<file path="config.mk">
export PLATFORM = sky130hd
export DESIGN_NAME = microcpu_sequencer_flat
export DESIGN_NICKNAME = d
export VERILOG_FILES = /design/src/rtl/microcpu_sequencer_if.sv /design/src/rtl/microcpu_sequencer.sv /design/src/flat_wrapper.sv
export SDC_FILE = /design/constraint.sdc
export NUM_CORES = 1
export LEC_CHECK = 0
export BUFFER_PORTS_ARGS = -buffer_cell sky130_fd_sc_hd__buf_2
export CAP_MARGIN = 5
export CORE_UTILIZATION = 40
export DETAILED_ROUTE_END_ITERATION = 7
export PLACE_DENSITY = 0.79
export RECOVER_POWER = 25
export SLEW_MARGIN = 25
export SYNTH_ARGS = -nofsm -noshare
export SYNTH_HDL_FRONTEND = slang
export SYNTH_SLANG_ARGS = --single-unit
</file>
<file path="constraint.sdc">
create_clock -name clk -period 2.2 [get_ports clk]
set_input_delay 0.44 -clock clk [delete_from_list [all_inputs] [get_ports clk]]
set_output_delay 0.44 -clock clk [all_outputs]
set_load 0.1 [all_outputs]
</file>
<file path="src/rtl/microcpu_sequencer_if.sv">
// rtl/microcpu_sequencer_if.sv - instruction-memory fetch bus between sequencer and imem
interface microcpu_sequencer_if #(
    parameter int PC_WIDTH = 12
);
    logic                imem_req;
    logic [PC_WIDTH-1:0] imem_addr;
    logic [15:0]         imem_rdata;
    logic                imem_ack;

    modport master (
        output imem_req,
        output imem_addr,
        input  imem_rdata,
        input  imem_ack
    );

    modport slave (
        input  imem_req,
        input  imem_addr,
        output imem_rdata,
        output imem_ack
    );
endinterface

</file>
<file path="src/rtl/microcpu_sequencer.sv">
// rtl/microcpu_sequencer.sv - fetch/decode/execute sequencer owning pc, instr register and rf write strobe
module microcpu_sequencer #(
    parameter int                  PC_WIDTH = 12,
    parameter logic [PC_WIDTH-1:0] RESET_PC = '0
) (
    input  logic                 clk,
    input  logic                 rst,
    input  logic                 run,
    microcpu_sequencer_if.master imem,
    output logic [15:0]          instr,
    input  logic                 cu_reg_write_enable,
    input  logic                 cu_load_pc,
    input  logic [PC_WIDTH-1:0]  cu_load_pc_val,
    output logic                 rf_write_strobe,
    output logic [PC_WIDTH-1:0]  pc,
    output logic [1:0]           state,
    output logic [15:0]          retire_count,
    output logic                 illegal_op
);

    typedef enum logic [1:0] {
        IDLE    = 2'd0,
        FETCH   = 2'd1,
        DECODE  = 2'd2,
        EXECUTE = 2'd3
    } state_t;

    state_t              state_q, state_d;
    logic [PC_WIDTH-1:0] pc_q, pc_d;
    logic [15:0]         instr_q, instr_d;
    logic [15:0]         retire_q, retire_d;
    logic                illegal_q, illegal_d;
    logic                req_q, req_d;

    // Opcodes above 6 are undefined; their control-unit requests are suppressed.
    logic opcode_illegal;
    assign opcode_illegal = (instr_q[15:12] > 4'h6);

    always_comb begin
        state_d   = state_q;
        pc_d      = pc_q;
        instr_d   = instr_q;
        retire_d  = retire_q;
        illegal_d = illegal_q;
        case (state_q)
            IDLE: begin
                if (run) state_d = FETCH;
            end
            FETCH: begin
                if (imem.imem_ack) begin
                    instr_d = imem.imem_rdata;
                    state_d = DECODE;
                end
            end
            DECODE: begin
                state_d = EXECUTE;
            end
            EXECUTE: begin
                pc_d     = (cu_load_pc && !opcode_illegal) ? cu_load_pc_val : pc_q + 1'b1;
                retire_d = retire_q + 16'd1;
                if (opcode_illegal) illegal_d = 1'b1;
                state_d  = run ? FETCH : IDLE;
            end
            default: state_d = IDLE;
        endcase
        // Request is registered so it rises exactly with the FETCH state.
        req_d = (state_d == FETCH);
    end

    always_ff @(posedge clk) begin
        if (rst) begin
            state_q   <= IDLE;
            pc_q      <= RESET_PC;
            instr_q   <= 16'h0000;
            retire_q  <= 16'h0000;
            illegal_q <= 1'b0;
            req_q     <= 1'b0;
        end else begin
            state_q   <= state_d;
            pc_q      <= pc_d;
            instr_q   <= instr_d;
            retire_q  <= retire_d;
            illegal_q <= illegal_d;
            req_q     <= req_d;
        end
    end

    assign imem.imem_req   = req_q;
    assign imem.imem_addr  = pc_q;
    assign instr           = instr_q;
    assign pc              = pc_q;
    assign state           = state_q;
    assign retire_count    = retire_q;
    assign illegal_op      = illegal_q;
    assign rf_write_strobe = (state_q == EXECUTE) && cu_reg_write_enable && !opcode_illegal;

endmodule

</file>
<file path="src/flat_wrapper.sv">
// flat-port wrapper written by rule: the top's interface ports become plain ports
module microcpu_sequencer_flat 
#(
    parameter int                  PC_WIDTH = 12,
    parameter logic [PC_WIDTH-1:0] RESET_PC = '0
)
  (clk, rst, run, instr, cu_reg_write_enable, cu_load_pc, cu_load_pc_val, rf_write_strobe, pc, state, retire_count, illegal_op, imem_imem_req, imem_imem_addr, imem_imem_rdata, imem_imem_ack);
  microcpu_sequencer_if #(.PC_WIDTH(PC_WIDTH)) imem_i ();
  input  logic clk;
  input  logic rst;
  input  logic run;
  output logic [15:0] instr;
  input  logic cu_reg_write_enable;
  input  logic cu_load_pc;
  input  logic [PC_WIDTH-1:0] cu_load_pc_val;
  output logic rf_write_strobe;
  output logic [PC_WIDTH-1:0] pc;
  output logic [1:0] state;
  output logic [15:0] retire_count;
  output logic illegal_op;
  output wire logic [$bits(imem_i.imem_req)-1:0] imem_imem_req;
  output wire logic [$bits(imem_i.imem_addr)-1:0] imem_imem_addr;
  input wire logic [$bits(imem_i.imem_rdata)-1:0] imem_imem_rdata;
  input wire logic [$bits(imem_i.imem_ack)-1:0] imem_imem_ack;
  assign imem_imem_req = imem_i.imem_req;
  assign imem_imem_addr = imem_i.imem_addr;
  assign imem_i.imem_rdata = imem_imem_rdata;
  assign imem_i.imem_ack = imem_imem_ack;
  microcpu_sequencer #(.PC_WIDTH(PC_WIDTH), .RESET_PC(RESET_PC)) u_core (.clk(clk), .rst(rst), .run(run), .imem(imem_i), .instr(instr), .cu_reg_write_enable(cu_reg_write_enable), .cu_load_pc(cu_load_pc), .cu_load_pc_val(cu_load_pc_val), .rf_write_strobe(rf_write_strobe), .pc(pc), .state(state), .retire_count(retire_count), .illegal_op(illegal_op));
endmodule
</file>
Word level (Yosys, flattened, before mapping)
Cells that the tools add are included.
W data, S select, Z words.
Operators by class
  add/subtract/negate cells: 2
  magnitude comparators: 1
  eq/ne operators: 4
  multiplexer cells: 5
  reductions and logical operators: 7
Operator list (count)
  $add A16 B1 Y16 const B: 1
  $add A12 B1 Y12 const B: 1
  $mux W12: 1
  $pmux W2 S4: 1
  $eq A2 B1 Y1 const B: 2
  $eq A2 B2 Y1 const B: 2
  $gt A4 B3 Y1 const B: 1
  $mux W2: 2
  $reduce_and A2 Y1: 2
  $logic_and A1 B1 Y1: 3
  $logic_not A2 Y1: 1
  $logic_not A1 Y1: 1
  $mux W1: 1
Storage, ports and cells
  register bits: 48
  input port bits: 34
  output and inout bits: 61

Logic depth before layout (Yosys ltp)
Gate-level depths: netlist (run 1).
  depth in word-level cells: 4
  gate-level depth with buffers: 6
  depth with buffers taken out: 5

Worst setup path before layout (run 1)
OpenSTA, ideal clock, no wires.
  kind: reg2out
  start point: reg u_core.state_q[1] (netlist: u_core.state[1])
  end point: out rf_write_strobe
  data arrival time: 2.493 ns
  slack: -0.733 ns
  cell stages (with the launch flop): 6
  buffers on the path: 3
  cell sequence: dfxtp_1 > buf_4 > and2_1 > buf_2 > buf_2 > and3_1
Between the ends
  cells in the longest elaborated chain, start to end: 3
RTL lines
  start: declaration: line microcpu_sequencer.sv:28  | state_t state_q, state_d;
  start signal: assignment: line microcpu_sequencer.sv:79  | state_q <= state_d;
  $eq A2 B2 Y1: line microcpu_sequencer.sv:95  | assign rf_write_strobe = (state_q == EXECUTE) && cu_reg_write_enable && !opcode_illegal;
  $logic_and A1 B1 Y1 (2 in a row): line microcpu_sequencer.sv:95
  end: declaration: line flat_wrapper.sv:16  | output logic rf_write_strobe;
Every way passes these cells.

Worst setup path after layout (run 1)
  start point: reg u_core.instr_q[13] (netlist: u_core.instr[13])
  end point: out rf_write_strobe
Between the ends
  cells in the longest elaborated chain, start to end: 3
RTL lines
  start: declaration: line microcpu_sequencer.sv:30  | logic [15:0] instr_q, instr_d;
  start signal: assignment: line microcpu_sequencer.sv:81  | instr_q <= instr_d;
  $gt A4 B3 Y1: line microcpu_sequencer.sv:37  | assign opcode_illegal = (instr_q[15:12] > 4'h6);
  $logic_not A1 Y1: line microcpu_sequencer.sv:95
  $logic_and A1 B1 Y1: line microcpu_sequencer.sv:95
Every way passes these cells.

==> impl_metrics.yaml, run 1 <==
final_layout:
  final_core_util_pct: 51.8
  instances_no_fill: 435
  n_antenna_cell: 0
  synthToLayoutAreaGrowth_pct: 24.9
  drive_gt1_share_pct: 32.0
  final_nets: 398
  fillCellCount: 536
synthesis:
  ys_seq_area_share_pct: 41.8
  ys_warn_count: 0
  synth_top_cell_by_area: "dfxtp_1"
  syn-num-nets: 321
  syn_area_sq_um: 2300
  synth_area_leaders: "dfxtp_1, nand2_1, a21oi_1, buf_4, nor2_1"
  synth.most_common_cell: "nand2_1"
  ys_async_sr_fraction_pct: 0
  synth_cell_types: 41
  synth_cells: 285
  synthFlopType: "dfxtp_1"
  synth_top_area_share_pct: 41.8
  synth_commonest_cells: "nand2_1, dfxtp_1, a21oi_1"
  synth-seq-cells: 48
  synth_edf_count: 0
  synth_area_per_cell_sq_um: 8.07
pwr:
  leakage_nw: 1.24
  worst_ir_drop_vdd_mv: 0.396
  total_power_mw: 1.97
  cellPowerDensity_nw_per_um2: 685
critical_path:
  startpoint_type: "flop"
  end_kind: "primary output"
  criticalPathCategory: "reg -> out"
  arrival_ns: 1.46
  crit_fanout: 21
  crit_chain: "a31oi_1 -> buf_4 -> and3_2 -> buf_12"
  cp.required_ns: 1.76
  max_stage_delay_ns: 0.34
  slowest_stage: "dfxtp_1"
drt:
  postRouteAntennaNets: 0
  wirelength_mm: 5.63
  firstDrtPassIters: 4
  num_vias: 2283
  avgViaCountPerCell: 5.25
  drc: 0
  drt-initial-drc-count: 116
  routedWlPerCell_microns: 12.9
cts:
  clk_pin_slew_ns: 0.09
  cts_resized: 0
  ctsHoldBuffers: 0
  numCtsBuffers: 5
  clockBufferDepth: 2
  worstSkewPairLatency_ns: 0.30
  cts-root-buf: "clkbuf_8"
  htree_levels: 2
  cts.sinks: 48
  cts_tree: "done"
  postCtsSetupRepairBufs: 0
timing:
  hold_slack_ns: 0.368
  grt_setup_unrepaired: "no"
  setup_slack_ns: 0.305
  tightest_slew_ns: 0.943
  slew-limit-headroom_pct: 37.2
  post-route-period-util_pct: 86.2
  skew_ns: 0.00742
  period_minus_slack_ns: 1.90
  clock.fmax_mhz: 528
  maxSlewViolCount: 0
  setup_viol: 0
  hold_viol: 0
global_route:
  gr-usage-met3_pct: 5.41
  grt_use_met2_pct: 30.4
  grt_use_met1_pct: 24.0
  overflow: 0
  grt_max_degree: 27
  grt_pass1_wl_mm: 9.18
  busiest_layer: "met2"
  grt_usage_pct: 18.6
  antenna_found_initial: 0
  first_global_vias: 1977
placement:
  gp_congestion: 0.810
  place_ws_ns: 0.571
  dp_hpwl_mm: 4.07
  placedCellCount: 427
  portBuffers: 94
job:
  cap_violations: 0
floorplan:
  initial_utilization_pct: 41.5
  fp.dieW_microns: 77.8
  pin_count: 95
  dieArea_sq_um: 6060
  rows: 27
  fp.dieH_microns: 77.8
  core_sq_um: 5540
min_path:
  hold_path_class: "in -> reg"
status:
  status: "finished clean"
metrics by stage:
step	area (sq um)	setup TNS, ns
global route	2870	0
global placement	2750	0
floorplan	2310	-0.111
finish	2870	0
detailed placement	2750	0
CTS	2880	0
kinds of logic after synthesis:
family / after synthesis / share of synthesized area [%]
AO/OA/AOI/OAI: 64 / 16.9
XOR/XNOR: 11 / 4.19
adder cells (fa/ha/maj): 2 / 1.09
buffers and inverters: 34 / 8.00
flip-flops: 48 / 41.8
multiplexers: 5 / 2.29
AND/OR/NAND/NOR: 121 / 25.7
power breakdown:
| part | total [mW] | switching, mW | leakage [nW] | internal, mW |
|---|---|---|---|---|
| logic | 0.374 | 0.299 | 0.793 | 0.0750 |
| clock network | 0.679 | 0.307 | 0.0614 | 0.372 |
| registers | 0.915 | 0.0222 | 0.390 | 0.893 |
| total | 1.97 | 0.628 | 1.24 | 1.34 |
sequential cells by signal, indices dropped and copies added (netlist names):
name / flops
u_core.instr: 16
u_core.retire_count: 16
u_core.imem.imem_addr: 12
u_core.state: 2
u_core.illegal_op: 1
u_core.imem.imem_req: 1
cell type report:
type / count / area [sq um] / share of cell area [%]
multi-input cells: 203 / 1150 / 40.2
flip-flops and latches: 48 / 965 / 33.6
repair buffers: 99 / 523 / 18.2
well taps: 72 / 90.1 / 3.14
clock buffers: 6 / 82.6 / 2.88
clock inverters: 2 / 38.8 / 1.35
inverters: 5 / 18.8 / 0.654
cells in the final DEF, fill, tap and decap left out, types with 4 or more instances in the layout:
| cell type | n |
|---|---|
| dfxtp_1 | 45 |
| nand4_1 | 8 |
| xor2_1 | 7 |
| a211oi_1 | 7 |
| or3_1 | 4 |
| buf_2 | 93 |
| and3_1 | 5 |
| xnor2_1 | 4 |
| nor2_1 | 19 |
| nor3_1 | 4 |
| a31oi_1 | 6 |
| clkbuf_8 | 6 |
| nand3_1 | 10 |
| o21ai_0 | 7 |
| inv_1 | 5 |
| a21oi_1 | 31 |
| nand2_1 | 51 |
| buf_4 | 5 |
per-layer routing:
| layer | up-vias | part of all wire [%] | wire length [microns] |
|---|---|---|---|
| li1 | 1140 | - | - |
| met1 | 1039 | 46 | 2570 |
| met2 | 96 | 45 | 2500 |
| met3 | 8 | 8.7 | 491 |
| met4 | 0 | 1.1 | 61 |
| met5 | - | 0 | 0 |
final timing paths:
| check | from | endpoint | slack [ns] | cells after the start |
|---|---|---|---|---|
| max reg2reg | u_core.imem.imem_addr[0] | u_core.imem.imem_addr[8] | 0.54 | 5 |
| max | u_core.instr[13] | rf_write_strobe | 0.30 | 4 |
| min | imem_imem_rdata[7] | u_core.instr[7] | 0.37 | 3 |
| min reg2reg | u_core.instr[2] | u_core.instr[2] | 0.46 | 2 |
worst max-delay path, delay by kind of cell, from the launching register on:
kind,cells,cell delay [ns]
buf+inv,2,0.41
simple gates,1,0.24
flops,1,0.34
compound gates,1,0.16
(Power assumes the default switching activity.)
==> inputs of run 2 (changes only) <==
Settings changed: PLACE_DENSITY 0.79 to 0.82.
Clock period 2.2 ns to 1.6 ns, I/O delays scaled along.
==> run 2 against run 1 <==
Effect of this change:
- total power increased by 30%
- global-route usage increased by 1.3 points
- count of clock-buffer cells in the layout increased by 1
- via count increased by 0.26%
==> impl_metrics.yaml, run 2 (synthesized netlist as in run 1, its figures left out) <==
status:
  status: "finished clean"
floorplan:
  initial_utilization_pct: 41.5
  pin_count: 95
  fp.dieW_microns: 77.8
  core_sq_um: 5540
  rows: 27
  fp.dieH_microns: 77.8
  dieArea_sq_um: 6060
cts:
  clk_pin_slew_ns: 0.09
  cts_tree: "done"
  numCtsBuffers: 5
  cts.sinks: 48
  cts-root-buf: "clkbuf_8"
  worstSkewPairLatency_ns: 0.30
  clockBufferDepth: 2
  htree_levels: 2
drt:
  num_vias: 2289
  drc: 0
  avgViaCountPerCell: 5.17
  drt-initial-drc-count: 115
  wirelength_mm: 5.86
  routedWlPerCell_microns: 13.2
  postRouteAntennaNets: 0
  firstDrtPassIters: 4
final_layout:
  fillCellCount: 536
  final_cell_mix: "buf_2, nand2_1, a21oi_1"
  instances_no_fill: 443
  ff_latch_area_sq_um: 1060
  final_core_util_pct: 54.8
  n_antenna_cell: 0
  synthToLayoutAreaGrowth_pct: 32.0
  mostFrequentLayoutCell: "buf_2"
  final_nets: 406
  multiInputGateArea_sq_um: 1190
  drive_gt1_share_pct: 41.8
timing:
  hold_viol: 0
  skew_ns: 0.00794
  tightest_slew_ns: 0.564
  setup_viol: 0
  tns_ns: 0
  maxSlewViolCount: 0
  slew-limit-headroom_pct: 62.4
  post-route-period-util_pct: 98.0
  clock.fmax_mhz: 637
  period_minus_slack_ns: 1.57
  grt_setup_unrepaired: "yes"
min_path:
  hold_path_class: "in -> reg"
global_route:
  antenna_found_initial: 0
  first_global_vias: 2102
  grt_usage_pct: 19.9
  grt_max_degree: 22
  overflow: 0
  grt_pass1_wl_mm: 9.63
critical_path:
  arrival_ns: 1.25
  crit_chain: "a31oi_4 -> and3_4 -> buf_12"
  critPathTopFamily: "flip-flops"
  startpoint_type: "flop"
  max_stage_delay_ns: 0.36
  path_buf_inv: 1
  criticalPathCategory: "reg -> out"
  cp.required_ns: 1.28
  end_kind: "primary output"
  slowest_stage: "dfxtp_4"
  crit_fanout: 4
placement:
  dp_hpwl_mm: 4.29
  portBuffers: 94
  placedCellCount: 434
  gp_congestion: 0.861
pwr:
  worst_ir_drop_vdd_mv: 0.553
  leakage_nw: 1.27
  total_power_mw: 2.55
  cellPowerDensity_nw_per_um2: 840
job:
  cap_violations: 0
==> run 2: changes by cell type in the layout (fill, tap and decap cells not counted), moves of 3 or more <==
| cell | change |
|---|---|
| clkbuf_1 | +3 |
| dfxtp_2 | +5 |
| dfxtp_4 | +25 |
| dfxtp_1 | -30 |
| buf_4 | +5 |
==> run 2: per-layer routing <==
layer  GRT usage (%)  vias to the layer above  wire length [microns]
li1                -                     1158                      -
met1            24.8                     1032                   2630
met2            32.5                       88                   2670
met3            5.06                       11                    420
met4            8.30                        0                    152
met5               0                        -                      0
==> run 2: cell type report <==
| cell class | count | share of cell area (%) |
|---|---|---|
| flip-flops and latches | 48 | 35.1 |
| clock buffers | 7 | 3.22 |
| well taps | 72 | 2.97 |
| inverters | 5 | 0.618 |
| clock inverters | 1 | 0.165 |
| multi-input cells | 203 | 39.1 |
| repair buffers | 107 | 18.9 |
==> run 2: per-stage QoR <==
stage	hold WS (ns)	setup slack (ns)	area [sq um]
after floorplan	0.396	-0.141	2460
after global placement	0.439	0.213	2950
after detailed placement	0.443	0.160	2950
after CTS	0.236	0.0131	3060
after global routing	0.235	-0.0256	3040
final	0.243	0.0313	3040
==> run 2: report_power, final <==
part	internal, mW	total, mW	switching, mW
Combinational	0.114	0.527	0.413
Sequential	1.20	1.23	0.0343
Clock	0.401	0.794	0.392
==> run 2: worst paths after layout <==
kind | slack, ns | cells past startpoint | to | from
worst max-delay path | 0.03 | 3 | rf_write_strobe | u_core.instr[12]
worst min-delay path | 0.24 | 3 | u_core.instr[12] | imem_imem_rdata[12]
worst max register to register | 0.06 | 4 | u_core.retire_count[13] | u_core.state[1]
worst min register to register | 0.45 | 2 | u_core.instr[9] | u_core.instr[9]
==> run 2: repair_timing <==
| action | CTS | global route |
|---|---|---|
| pin swaps | 0 | 2 |
| endpoints found under the setup margin | 1 | 1 |
| gates resized for setup | 1 | 0 |
| hold buffers | 0 | 0 |
| gates cloned | 0 | 0 |
| buffers inserted | 0 | 1 |
==> run 2: worst register-to-register path, delay by kind of cell, from the launching register on <==
family | cells | cell delay [ns]
AO/OA/AOI/OAI | 1 | 0.17
flip-flops | 1 | 0.40
AND/OR/NAND/NOR | 3 | 0.90
==> inputs of run 3 (changes only) <==
Settings changed: CELL_PAD_IN_SITES_DETAIL_PLACEMENT from default to 0, CELL_PAD_IN_SITES_GLOBAL_PLACEMENT from default to 1, CORE_UTILIZATION 40 to 30, PLACE_DENSITY 0.82 to 0.86.
==> run 3 against run 2 <==
Effect of this change:
- highest routed layer unchanged
- register-to-register slack gained 0.07 ns
- combinational power grew 1%
- total power grew 4.8%
- first-iteration DRC count shrank 16%
- via count grew 1.4%
==> impl_metrics.yaml, run 3 (synthesized netlist as in run 1, its figures left out) <==
timing:
  hold_viol: 0
  slew-limit-headroom_pct: 59.5
  post-route-period-util_pct: 96.1
  setup_slack_ns: 0.0625
  skew_ns: 0.00774
  tightest_slew_ns: 0.608
  setup_viol: 0
  grt_setup_unrepaired: "no"
  period_minus_slack_ns: 1.54
  clock.fmax_mhz: 650
  maxSlewViolCount: 0
  hold_slack_ns: 0.252
critical_path:
  criticalPathCategory: "reg -> out"
  end_kind: "primary output"
  arrival_ns: 1.22
  rr_worst_depth: 5
  reg2reg_to: "u_core.imem.imem_addr[8]"
  cp.required_ns: 1.28
  r2r-start: "u_core.imem.imem_addr[0]"
  r2r_slack_ns: 0.13
  crit_fanout: 3
  startpoint_type: "flop"
cts:
  worstSkewPairLatency_ns: 0.30
  numCtsBuffers: 5
  ctsHoldBuffers: 0
  clockBufferDepth: 2
  htree_levels: 2
  clk_pin_slew_ns: 0.09
  cts_tree: "done"
  cts.sinks: 48
  cts-root-buf: "clkbuf_8"
drt:
  routedWlPerCell_microns: 13.2
  postRouteAntennaNets: 0
  firstDrtPassIters: 4
  avgViaCountPerCell: 4.93
  num_vias: 2321
  drt-initial-drc-count: 97
  wirelength_mm: 6.23
  drc: 0
floorplan:
  initial_utilization_pct: 31.4
  core_sq_um: 7330
  dieArea_sq_um: 8020
  pin_count: 95
  fp.dieH_microns: 89.6
  fp.dieW_microns: 89.6
  rows: 31
placement:
  dpl_cell_area_sq_um: 2980
  portBuffers: 94
  gp_congestion: 0.809
  place_ws_ns: 0.124
  dp_hpwl_mm: 4.64
final_layout:
  final_nets: 407
  fillCellCount: 766
  n_antenna_cell: 0
  mostFrequentLayoutCell: "buf_2"
  final_core_util_pct: 42.6
  final_cell_mix: "buf_2, nand2_1, a21oi_1"
  ff_latch_area_sq_um: 1060
  drive_gt1_share_pct: 43.3
  synthToLayoutAreaGrowth_pct: 35.8
  multiInputGateArea_sq_um: 1220
  final_cell_area_sq_um: 3120
global_route:
  grt_max_degree: 19
  overflow: 0
  grt_usage_pct: 15.7
  antenna_found_initial: 0
  first_global_vias: 2115
  grt_pass1_wl_mm: 9.67
status:
  status: "finished clean"
min_path:
  min_path_cells: 3
  hold_path_class: "in -> reg"
  worstHoldStart: "imem_imem_rdata[15]"
  holdPathEnd: "u_core.instr[15]"
pwr:
  worst_ir_drop_vdd_mv: 0.452
  cellPowerDensity_nw_per_um2: 855
  total_power_mw: 2.67
  leakage_nw: 1.30
job:
  cap_violations: 0
## run 3: how the worst max path moves through the flow
stage                           from                        to  slack (ns)
floorplan            u_core.state[1]           rf_write_strobe       -0.14
global placement    u_core.instr[14]  u_core.imem.imem_addr[7]        0.16
detailed placement  u_core.instr[14]  u_core.imem.imem_addr[6]        0.12
CTS                 u_core.instr[12]           rf_write_strobe        0.04
global route        u_core.instr[12]           rf_write_strobe        0.02
finish              u_core.instr[12]           rf_write_strobe        0.06
## run 3: repair_timing
item,CTS,global route
gates resized for setup,1,4
buffers inserted,2,0
endpoints found under the hold margin,0,0
pin swaps,2,0
cloned,0,0
setup endpoints to repair,1,2
## run 3: layer usage
layer / GRT usage, % / wire length (microns) / vias to the layer above
met3: 4.99 / 475 / 4
met4: 4.62 / 55 / 0
met2: 26.2 / 2950 / 91
met5: 0 / 0 / -
met1: 19.2 / 2750 / 1067
li1: - / - / 1159
## run 3: report_power, final
part           leakage [nW]  switching [mW]  internal [mW]
registers             0.412          0.0347           1.20
logic                 0.833           0.416          0.117
clock network        0.0588           0.404          0.504
total                  1.30           0.854           1.82
## run 3: layout make-up
| type | instances | area share (%) |
|---|---|---|
| Multi-Input combinational cell | 203 | 38.9 |
| Sequential cell | 48 | 34.0 |
| Timing Repair Buffer | 108 | 18.8 |
| Tap cell | 99 | 3.97 |
| Clock buffer | 6 | 2.64 |
| Clock inverter | 2 | 1.08 |
| Inverter | 5 | 0.601 |
## run 3: critical path, cell delays in order, from the launching register on
cell	delay, ns
dfxtp_4	0.37
a31oi_4	0.18
and3_4	0.21
buf_12	0.17
## run 3: metrics by stage
step           TNS (ns)  std cells
3_5_place_dp          0        461
6_report              0        471
5_1_grt               0        471
2_1_floorplan    -0.144        285
3_3_place_gp          0        461
4_1_cts               0        471
